<file path="config.mk">
export PLATFORM = sky130hd
export DESIGN_NAME = instruction_fetch_unit_flat
export DESIGN_NICKNAME = d
export VERILOG_FILES = /design/src/rtl/aap_fetch_pkg.sv /design/src/rtl/instruction_fetch_unit_if.sv /design/src/rtl/fetch_queue.sv /design/src/rtl/instruction_fetch_unit.sv /design/src/flat_wrapper.sv
export SDC_FILE = /design/constraint.sdc
export NUM_CORES = 1
export LEC_CHECK = 0
export ABC_AREA = 1
export CORE_MARGIN = 10
export CORE_UTILIZATION = 51
export DETAILED_ROUTE_END_ITERATION = 8
export PLACE_DENSITY = 0.83
export SYNTH_ARGS = -nofsm -noshare
export SYNTH_HDL_FRONTEND = slang
export SYNTH_HIERARCHICAL = 1
export SYNTH_SLANG_ARGS = --single-unit
</file>
<file path="constraint.sdc">
create_clock -name clock -period 3.4 [get_ports clock]
set_input_delay 0.68 -clock clock [delete_from_list [all_inputs] [get_ports clock]]
set_output_delay 0.68 -clock clock [all_outputs]
set_load 0.02 [all_outputs]
</file>
<file path="src/rtl/aap_fetch_pkg.sv">
// Shared definitions for the AAP instruction fetch unit.
//   ADDR_W       word-address width of instruction memory
//   WORD_W       instruction memory word width
//   INSN_W       width of an assembled instruction (two words)
//   LEN_BIT      bit of the first word that selects 16-bit vs 32-bit length
//   QUEUE_DEPTH  prefetch queue entries (power of two, >= 2)
//   LEVEL_W      width of the queue occupancy count (0..QUEUE_DEPTH)
//   fetch_entry_t  one prefetched word with the address it was read from
package aap_fetch_pkg;

  localparam int unsigned ADDR_W      = 20;
  localparam int unsigned WORD_W      = 16;
  localparam int unsigned INSN_W      = 32;
  localparam int unsigned LEN_BIT     = 15;
  localparam int unsigned QUEUE_DEPTH = 4;
  localparam int unsigned LEVEL_W     = 3;

  typedef struct packed {
    logic [WORD_W-1:0] word;
    logic [ADDR_W-1:0] addr;
  } fetch_entry_t;

  // High length bit marks the first word of a 32-bit instruction.
  function automatic logic is_long_insn(input logic [WORD_W-1:0] word);
    return word[LEN_BIT];
  endfunction

endpackage : aap_fetch_pkg

</file>
<file path="src/rtl/instruction_fetch_unit_if.sv">
// Bus bundle between the fetch unit, instruction memory, execute and decode.
//   imem_addr/imem_data/fetch_req      instruction memory read port
//   redirect_valid/redirect_pc         branch redirect from execute
//   insn_valid/insn_ready/insn_out/
//   insn_len/insn_pc                   instruction handshake to decode
//   queue_level                        prefetch queue occupancy
// master: the fetch unit; slave: the surrounding pipeline/memory.
interface instruction_fetch_unit_if;
  import aap_fetch_pkg::*;

  logic [ADDR_W-1:0]  imem_addr;
  logic [WORD_W-1:0]  imem_data;
  logic               fetch_req;
  logic               redirect_valid;
  logic [ADDR_W-1:0]  redirect_pc;
  logic               insn_valid;
  logic               insn_ready;
  logic [INSN_W-1:0]  insn_out;
  logic               insn_len;
  logic [ADDR_W-1:0]  insn_pc;
  logic [LEVEL_W-1:0] queue_level;

  modport master (
    output imem_addr,
    input  imem_data,
    output fetch_req,
    input  redirect_valid,
    input  redirect_pc,
    output insn_valid,
    input  insn_ready,
    output insn_out,
    output insn_len,
    output insn_pc,
    output queue_level
  );

  modport slave (
    input  imem_addr,
    output imem_data,
    input  fetch_req,
    output redirect_valid,
    output redirect_pc,
    input  insn_valid,
    output insn_ready,
    input  insn_out,
    input  insn_len,
    input  insn_pc,
    input  queue_level
  );

endinterface : instruction_fetch_unit_if

</file>
<file path="src/rtl/fetch_queue.sv">
// Prefetch FIFO of fetch_entry_t: one push per cycle, pop of 0/1/2 entries,
// flush empties the queue. Exposes occupancy plus the head and head+1 entries
// so the top level can assemble a 32-bit instruction in one cycle.
//   clock, reset     rising-edge clock, synchronous active-high reset
//   flush_i          discard all entries (takes priority over push/pop)
//   push_i           write push_entry_i at the tail
//   pop_cnt_i        number of entries retired from the head (0..2)
//   count_o          occupancy at the start of the cycle
//   head_o, head1_o  oldest and second-oldest entries
module fetch_queue
  import aap_fetch_pkg::*;
#(
  parameter int unsigned DEPTH = QUEUE_DEPTH
) (
  input  logic               clock,
  input  logic               reset,
  input  logic               flush_i,
  input  logic               push_i,
  input  fetch_entry_t       push_entry_i,
  input  logic [1:0]         pop_cnt_i,
  output logic [LEVEL_W-1:0] count_o,
  output fetch_entry_t       head_o,
  output fetch_entry_t       head1_o
);

  localparam int unsigned PTR_W = $clog2(DEPTH);

  fetch_entry_t       mem_q [DEPTH];
  logic [PTR_W-1:0]   rd_ptr_q, rd_ptr_d;
  logic [PTR_W-1:0]   wr_ptr_q, wr_ptr_d;
  logic [LEVEL_W-1:0] count_q, count_d;
  logic               wr_en;

  assign wr_en = push_i && !flush_i;

  // Pointer/occupancy update; pointers wrap naturally at the power-of-two depth.
  always_comb begin
    rd_ptr_d = rd_ptr_q;
    wr_ptr_d = wr_ptr_q;
    count_d  = count_q;
    if (flush_i) begin
      rd_ptr_d = '0;
      wr_ptr_d = '0;
      count_d  = '0;
    end else begin
      if (push_i) begin
        wr_ptr_d = wr_ptr_q + PTR_W'(1);
      end
      rd_ptr_d = rd_ptr_q + PTR_W'(pop_cnt_i);
      count_d  = count_q + LEVEL_W'(push_i) - LEVEL_W'(pop_cnt_i);
    end
  end

  // Control state
  always_ff @(posedge clock) begin
    if (reset) begin
      rd_ptr_q <= '0;
      wr_ptr_q <= '0;
      count_q  <= '0;
    end else begin
      rd_ptr_q <= rd_ptr_d;
      wr_ptr_q <= wr_ptr_d;
      count_q  <= count_d;
    end
  end

  // Entry storage; contents are only meaningful below count_q, so no reset.
  always_ff @(posedge clock) begin
    if (wr_en) begin
      mem_q[wr_ptr_q] <= push_entry_i;
    end
  end

  assign count_o = count_q;
  assign head_o  = mem_q[rd_ptr_q];
  assign head1_o = mem_q[rd_ptr_q + PTR_W'(1)];

`ifndef SYNTHESIS
  // Producer must never overfill or overdrain the queue.
  always_ff @(posedge clock) begin
    if (!reset && !flush_i) begin
      assert (!(push_i && count_q == LEVEL_W'(DEPTH)))
        else $error("fetch_queue push while full");
      assert (LEVEL_W'(pop_cnt_i) <= count_q)
        else $error("fetch_queue pop beyond occupancy");
    end
  end
`endif

endmodule : fetch_queue

</file>
<file path="src/rtl/instruction_fetch_unit.sv">
// AAP instruction fetch unit: drives the combinational instruction memory
// read port, prefetches words into a small queue, and assembles 16-bit or
// 32-bit instructions for decode over a valid/ready handshake. Execute may
// redirect fetch at any time, which flushes everything in flight.
//   clock, reset  rising-edge clock, synchronous active-high reset
//   bus           instruction_fetch_unit_if.master (memory port, redirect,
//                 decode handshake, queue occupancy)
module instruction_fetch_unit
  import aap_fetch_pkg::*;
#(
  parameter logic [ADDR_W-1:0] RESET_PC = '0
) (
  input  logic                     clock,
  input  logic                     reset,
  instruction_fetch_unit_if.master bus
);

  logic [ADDR_W-1:0]  fetch_pc_q, fetch_pc_d;
  logic [LEVEL_W-1:0] count;
  fetch_entry_t       head;
  fetch_entry_t       head1;
  fetch_entry_t       push_entry;
  logic               push;
  logic [1:0]         pop_cnt;
  logic               head_long;
  logic               insn_avail;
  logic               handshake;
  logic               unused_head1_addr;

  // Fetch whenever a slot is free at the start of the cycle; a same-cycle pop
  // is deliberately not counted, keeping the memory request off the ready path.
  assign push = !reset && !bus.redirect_valid && (count < LEVEL_W'(QUEUE_DEPTH));

  assign push_entry.word = bus.imem_data;
  assign push_entry.addr = fetch_pc_q;

  fetch_queue #(
    .DEPTH (QUEUE_DEPTH)
  ) u_queue (
    .clock        (clock),
    .reset        (reset),
    .flush_i      (bus.redirect_valid),
    .push_i       (push),
    .push_entry_i (push_entry),
    .pop_cnt_i    (pop_cnt),
    .count_o      (count),
    .head_o       (head),
    .head1_o      (head1)
  );

  // Second word's address is implied by insn_pc + 1.
  assign unused_head1_addr = ^head1.addr;

  // Length decode and decode-side handshake
  always_comb begin
    head_long      = is_long_insn(head.word);
    insn_avail     = 1'b0;
    handshake      = 1'b0;
    pop_cnt        = 2'd0;
    bus.insn_valid = 1'b0;
    bus.insn_out   = '0;
    bus.insn_len   = 1'b0;
    bus.insn_pc    = '0;

    if (!bus.redirect_valid) begin
      insn_avail = head_long ? (count >= LEVEL_W'(2)) : (count >= LEVEL_W'(1));
    end

    if (insn_avail) begin
      bus.insn_valid = 1'b1;
      bus.insn_len   = head_long;
      bus.insn_pc    = head.addr;
      bus.insn_out   = head_long ? {head1.word, head.word}
                                 : {WORD_W'(0), head.word};
      handshake      = bus.insn_ready;
      if (handshake) begin
        pop_cnt = head_long ? 2'd2 : 2'd1;
      end
    end
  end

  // Next fetch address; redirect wins, otherwise advance (mod 2^ADDR_W) per fetch.
  always_comb begin
    fetch_pc_d = fetch_pc_q;
    if (bus.redirect_valid) begin
      fetch_pc_d = bus.redirect_pc;
    end else if (push) begin
      fetch_pc_d = fetch_pc_q + ADDR_W'(1);
    end
  end

  always_ff @(posedge clock) begin
    if (reset) begin
      fetch_pc_q <= RESET_PC;
    end else begin
      fetch_pc_q <= fetch_pc_d;
    end
  end

  assign bus.imem_addr   = fetch_pc_q;
  assign bus.fetch_req   = push;
  assign bus.queue_level = count;

endmodule : instruction_fetch_unit

</file>
<file path="src/flat_wrapper.sv">
// flat-port wrapper written by rule: the top's interface ports become plain ports
module instruction_fetch_unit_flat import aap_fetch_pkg::*;
#(
  parameter logic [ADDR_W-1:0] RESET_PC = '0
)
  (clock, reset, bus_imem_addr, bus_imem_data, bus_fetch_req, bus_redirect_valid, bus_redirect_pc, bus_insn_valid, bus_insn_ready, bus_insn_out, bus_insn_len, bus_insn_pc, bus_queue_level);
  instruction_fetch_unit_if bus_i ();
  input  logic clock;
  input  logic reset;
  output wire logic [$bits(bus_i.imem_addr)-1:0] bus_imem_addr;
  input wire logic [$bits(bus_i.imem_data)-1:0] bus_imem_data;
  output wire logic [$bits(bus_i.fetch_req)-1:0] bus_fetch_req;
  input wire logic [$bits(bus_i.redirect_valid)-1:0] bus_redirect_valid;
  input wire logic [$bits(bus_i.redirect_pc)-1:0] bus_redirect_pc;
  output wire logic [$bits(bus_i.insn_valid)-1:0] bus_insn_valid;
  input wire logic [$bits(bus_i.insn_ready)-1:0] bus_insn_ready;
  output wire logic [$bits(bus_i.insn_out)-1:0] bus_insn_out;
  output wire logic [$bits(bus_i.insn_len)-1:0] bus_insn_len;
  output wire logic [$bits(bus_i.insn_pc)-1:0] bus_insn_pc;
  output wire logic [$bits(bus_i.queue_level)-1:0] bus_queue_level;
  assign bus_imem_addr = bus_i.imem_addr;
  assign bus_i.imem_data = bus_imem_data;
  assign bus_fetch_req = bus_i.fetch_req;
  assign bus_i.redirect_valid = bus_redirect_valid;
  assign bus_i.redirect_pc = bus_redirect_pc;
  assign bus_insn_valid = bus_i.insn_valid;
  assign bus_i.insn_ready = bus_insn_ready;
  assign bus_insn_out = bus_i.insn_out;
  assign bus_insn_len = bus_i.insn_len;
  assign bus_insn_pc = bus_i.insn_pc;
  assign bus_queue_level = bus_i.queue_level;
  instruction_fetch_unit #(.RESET_PC(RESET_PC)) u_core (.clock(clock), .reset(reset), .bus(bus_i));
endmodule
</file>
=== Yosys cells after proc, flatten, opt, wreduce, memory -nomap -nowiden ===
Memories as Yosys holds them, arrays and structs flattened. A register that Yosys moved wholly into a read port is not among the register bits.
Index checks and enable logic that the tools add are counted.

* Flip-flop bits (word level): 27
* Memory bits (writable): 144
* Bits of input ports: 40
* Output and inout bits: 78
* Word-level logic and storage cells: 36
* Memories: 1

* Add/sub/neg operators: 6
* Magnitude comparators: 3
* Mux-type cells: 15
* Reduce and logical (&&, ||, !) cells: 7

{| class="wikitable"
|+ Memory list
! memory !! words !! width !! rd ports !! clocked after Yosys merged registers in !! write ports !! RTL line !! source
|-
| u_core.u_queue.mem_q || 4 || 36 || 2 || 1 || 1 || fetch_queue.sv:28 || <nowiki>fetch_entry_t mem_q [DEPTH];</nowiki>
|}

{| class="wikitable"
|+ Operators by type and width
! cell !! count
|-
| 32-bit two-way mux || 2
|-
| 20-bit two-way mux || 3
|-
| 20-bit by 1-bit adder with 20-bit output (second input constant) || 1
|-
| 2-bit two-way mux || 4
|-
| 1-bit two-way mux || 6
|-
| 2-bit by 1-bit adder with 2-bit output (second input constant) || 2
|-
| 3-bit by 1-bit adder with 3-bit output || 1
|-
| 3-bit by 1-bit >= comparator with 1-bit output (second input constant) || 1
|-
| 3-bit by 2-bit >= comparator with 1-bit output (second input constant) || 1
|-
| 1-bit logical AND || 3
|-
| 3-bit < comparator (second input constant) || 1
|-
| 3-bit by 2-bit subtractor with 3-bit output || 1
|-
| 2-bit adder || 1
|-
| 1-bit logical NOT || 2
|-
| 2-bit nonzero test || 1
|-
| 2-bit OR reduction || 1
|}

=== Depth between registers and ports, before layout ===
* Depth after elaboration: 6
* Gate-level depth with buffers: 19
* Gate-level depth less buffers: 16

=== Modules after synthesis ===
The synthesis kept the hierarchy.

{| class="wikitable"
|+ By module, submodules not included
! module !! instances !! cells an instance !! area each (µm²) !! seq. area each (µm²)
|-
| fetch_queue || 1 || 759 || 7277.0 || 4464.3
|-
| instruction_fetch_unit || 1 || 341 || 1870.5 || 400.4
|}

=== Worst setup path after synthesis ===
OpenSTA, ideal clock, no wires.

* Path type: input -> register
* From: input port bus_redirect_valid
* To: memory u_core/u_queue/mem_q[0][0] (netlist name), enable pin
* Library setup time: 0.429 ns
* Data arrival time: 3.227 ns
* Data required time: 2.971 ns
* Slack: -0.256 ns
* Cell stages on the path: 8
* Path buffers: 2
* Path through: buf_4 inv_1 nand2_2 inv_2 buf_4 inv_1 or2_2 nor2_1

* Longest elaborated chain between the ends: 6

{| class="wikitable"
|+ Ends and longest elaborated chain
! item !! RTL line !! source
|-
| start, declared || flat_wrapper.sv:13 || <nowiki>input wire logic [$bits(bus_i.redirect_valid)-1:0] bus_redirect_valid;</nowiki>
|-
| 1-bit logical NOT || instruction_fetch_unit.sv:32 || <nowiki>assign push = !reset && !bus.redirect_valid && (count < LEVEL_W'(QUEUE_DEPTH));</nowiki>
|-
| 1-bit logical AND (2 in series) || instruction_fetch_unit.sv:32 ||
|-
| net bus_fetch_req || flat_wrapper.sv:12 || <nowiki>output wire logic [$bits(bus_i.fetch_req)-1:0] bus_fetch_req;</nowiki>
|-
| 1-bit logical AND || fetch_queue.sv:34 || <nowiki>assign wr_en = push_i && !flush_i;</nowiki>
|-
| 1-bit two-way mux || fetch_queue.sv:69 || <nowiki>if (wr_en) begin</nowiki>
|-
| 1-bit two-way mux (not written as such) || fetch_queue.sv:70 || <nowiki>mem_q[wr_ptr_q] <= push_entry_i;</nowiki>
|-
| end, declared || fetch_queue.sv:28 ||
|}

The timed path passes the listed nets, and every way through them passes these cells.

==> results.py <==
metrics = {
    "critical_path": {
        "cp.arrival_ps": 2540,
        "start_kind": "flop",
        "worstPathRequired_ps": 2720,
        "path_cells": "o211ai_1 > nand2_1 > inv_2 > nand2_1 > a21oi_2 > inv_4 > nor2_1 > clkdlybuf4s50_1",
        "cp_max_fo": 20,
        "slowest_delay_ps": 630,
        "cp_slowest_cell": "clkdlybuf4s50_1",
        "crit_top_cell": "nand2_1",
        "reg2reg_slack_ps": 560,
        "path_delay_family": "buffers and inverters",
        "cp.buffers_inverters": 3,
        "crit_type": "reg2out",
        "cp-end-kind": "output port",
    },
    "placement": {
        "dpl.hpwl_mm": 13.5,
        "gp_congestion": 0.841,
        "io_buffers": 117,
        "dp.cells": 1258,
    },
    "timing": {
        "rsz0062_at_grt": "no",
        "final_hold_viol_count": 0,
        "hold_ws_ps": 561,
        "post-route-min-period_ps": 3220,
        "skew_ps": 8.80,
        "setup_viol": 0,
        "max_freq_mhz": 311,
        "maxSlewHeadroom": 0.555,
        "fin_crit_sh": 0.946,
        "slew_viol_final": 0,
        "worst_slew_pin_slew_ps": 666,
    },
    "grt": {
        "track_usage": 0.182,
        "grt_pass1_vias": 6458,
        "grt_antenna_before_repair": 0,
        "grt_first_pass_wirelength_mm": 32.3,
        "grt_max_degree": 119,
        "grt_overflow": 0,
    },
    "die": {
        "io_pins": 118,
        "start_util": 0.518,
        "row_count": 47,
        "core_area_um2": 16500,
        "dieArea_um2": 22300,
        "die_h_um": 149,
        "die_w_um": 149,
    },
    "cells_and_area": {
        "nets": 1109,
        "fin_cells": 1291,
        "drive_gt1_frac": 0.0803,
        "area_growth_pct": 24.2,
        "antenna_cells": 0,
    },
    "drt": {
        "routed_wl_mm": 20.4,
        "dr.first_iter.drc_count": 474,
        "ant_nets": 0,
        "drt_first_pass_iters": 5,
        "via_count": 6679,
        "vias_per_cell": 5.17,
        "wl_per_cell_um": 15.8,
        "drc": 0,
    },
    "pwr": {
        "p_leak_nw": 4.62,
        "p_per_area_nw_per_um2": 434,
        "ir_drop_v": 0.000314,
    },
    "clock_tree": {
        "cts_max_level": 4,
        "cts.clk_slew.worst_paths_ps": 60,
        "cts_made_buffers": 17,
        "cts_buffer_depth": 2,
        "cts_tree": "built",
        "numClockSinks": 171,
        "cts_root_buf": "clkbuf_16",
        "clkLatencyLatePin_ps": 420,
    },
    "yosys": {
        "synth_warnings": 6,
        "syn_area_um2": 8530,
        "synth_nets": 1003,
        "syn_inst": 953,
        "syn_avg_cell_area_um2": 8.95,
    },
    "status": {
        "status": "completed",
    },
    "hold_path": {
        "min_path_type": "reg2reg",
    },
    "job": {
        "max_cap_violations": 0,
    },
}
==> final timing paths <==
check                                           from                                 endpoint  cells past startpoint
max            u_core/u_queue/rd_ptr_q[0]$_SDFF_PP0_                           bus_insn_pc[8]                      8
min reg2reg  u_core/u_queue/wr_ptr_q[1]$_SDFFE_PP0P_  u_core/u_queue/wr_ptr_q[1]$_SDFFE_PP0P_                      2
max reg2reg    u_core/u_queue/rd_ptr_q[0]$_SDFF_PP0_     u_core/u_queue/count_o[2]$_SDFF_PP0_                     13
min          u_core/u_queue/wr_ptr_q[1]$_SDFFE_PP0P_  u_core/u_queue/wr_ptr_q[1]$_SDFFE_PP0P_                      2
==> layout by cell type, fill, tap and decap left out, types with 2 or more instances in the layout <==
cell             count
nand2_1            234
inv_1              156
edfxtp_1           144
clkdlybuf4s50_1     81
nor2_1              78
o21ai_0             76
a21oi_1             54
o211ai_1            36
dfxtp_1             25
nand3_1             24
dlymetal6s2s_1      22
clkbuf_16           17
buf_4               17
dlygate4sd2_1       14
o21ai_1             11
nor2_4               9
ha_1                 9
nand2_2              7
a31oi_1              7
buf_12               6
clkinvlp_4           5
inv_2                5
nor3_1               4
bufinv_16            3
clkinv_1             2
clkinv_4             2
a21oi_2              2
nor2_8               2
xor2_1               2
or2_2                2
dfxtp_4              2
==> worst register-to-register path, delay by kind of cell (launching register included) <==
| kind | cells | cell delay, ps |
|---|---|---|
| and+or+nand+nor | 4 | 550 |
| DFF | 1 | 390 |
| adders and majority gates | 2 | 780 |
| buffers and inverters | 4 | 490 |
| AOI/OAI and AO/OA | 3 | 560 |
==> timing repair <==
item                       in CTS  in global routing
buffers inserted                1                  1
hold buffers                    0                  0
setup endpoints to repair      53                 30
gates resized for setup        16                 22
==> per-stage QoR <==
stage	setup TNS (ps)	instance area [um2]	power, mW	utilization	worst slack (ps)
6_report	0	10600	4.60	0.643	183
5_1_grt	0	10600	4.76	0.643	13.7
4_1_cts	0	10500	4.62	0.640	1.77
3_5_place_dp	0	9940	2.70	0.604	185
3_3_place_gp	0	9940	2.69	0.604	233
2_1_floorplan	-36850	8530	2.54	-	-256
==> routing by layer <==
metal  GRT usage  share of wire  vias to the layer above
met5           0              0                        -
li1            -              -                     3300
met1       0.222           0.41                     3083
met2       0.307           0.49                      272
met4      0.0554          0.012                        0
met3      0.0525          0.089                       24
==> state kept, by name, indices dropped and copies added, names as in the netlist <==
register / flops
u_core/u_queue/wr_ptr_q: 2
u_core/bus.imem_addr: 20
u_core/u_queue/mem_q: 144
u_core/u_queue/count_o: 3
u_core/u_queue/rd_ptr_q: 2
==> layout make-up <==
cell class              instances  area (um2)
clock buffers                  17         425
clock inverters                14         173
fillers                      1296        5870
inverters                     162         611
multi-input cells             566        2780
flip-flops and latches        171        4870
well taps                     220         275
repair buffers                141        1460
==> where the power goes <==
| group | total [mW] | switching, mW | internal (mW) |
|---|---|---|---|
| Sequential | 2.36 | 0.0502 | 2.31 |
| Combinational | 0.299 | 0.168 | 0.130 |
| Clock | 1.94 | 0.784 | 1.15 |
| Total | 4.60 | 1.00 | 3.59 |
Note: power is estimated with default switching activity, not from simulation.
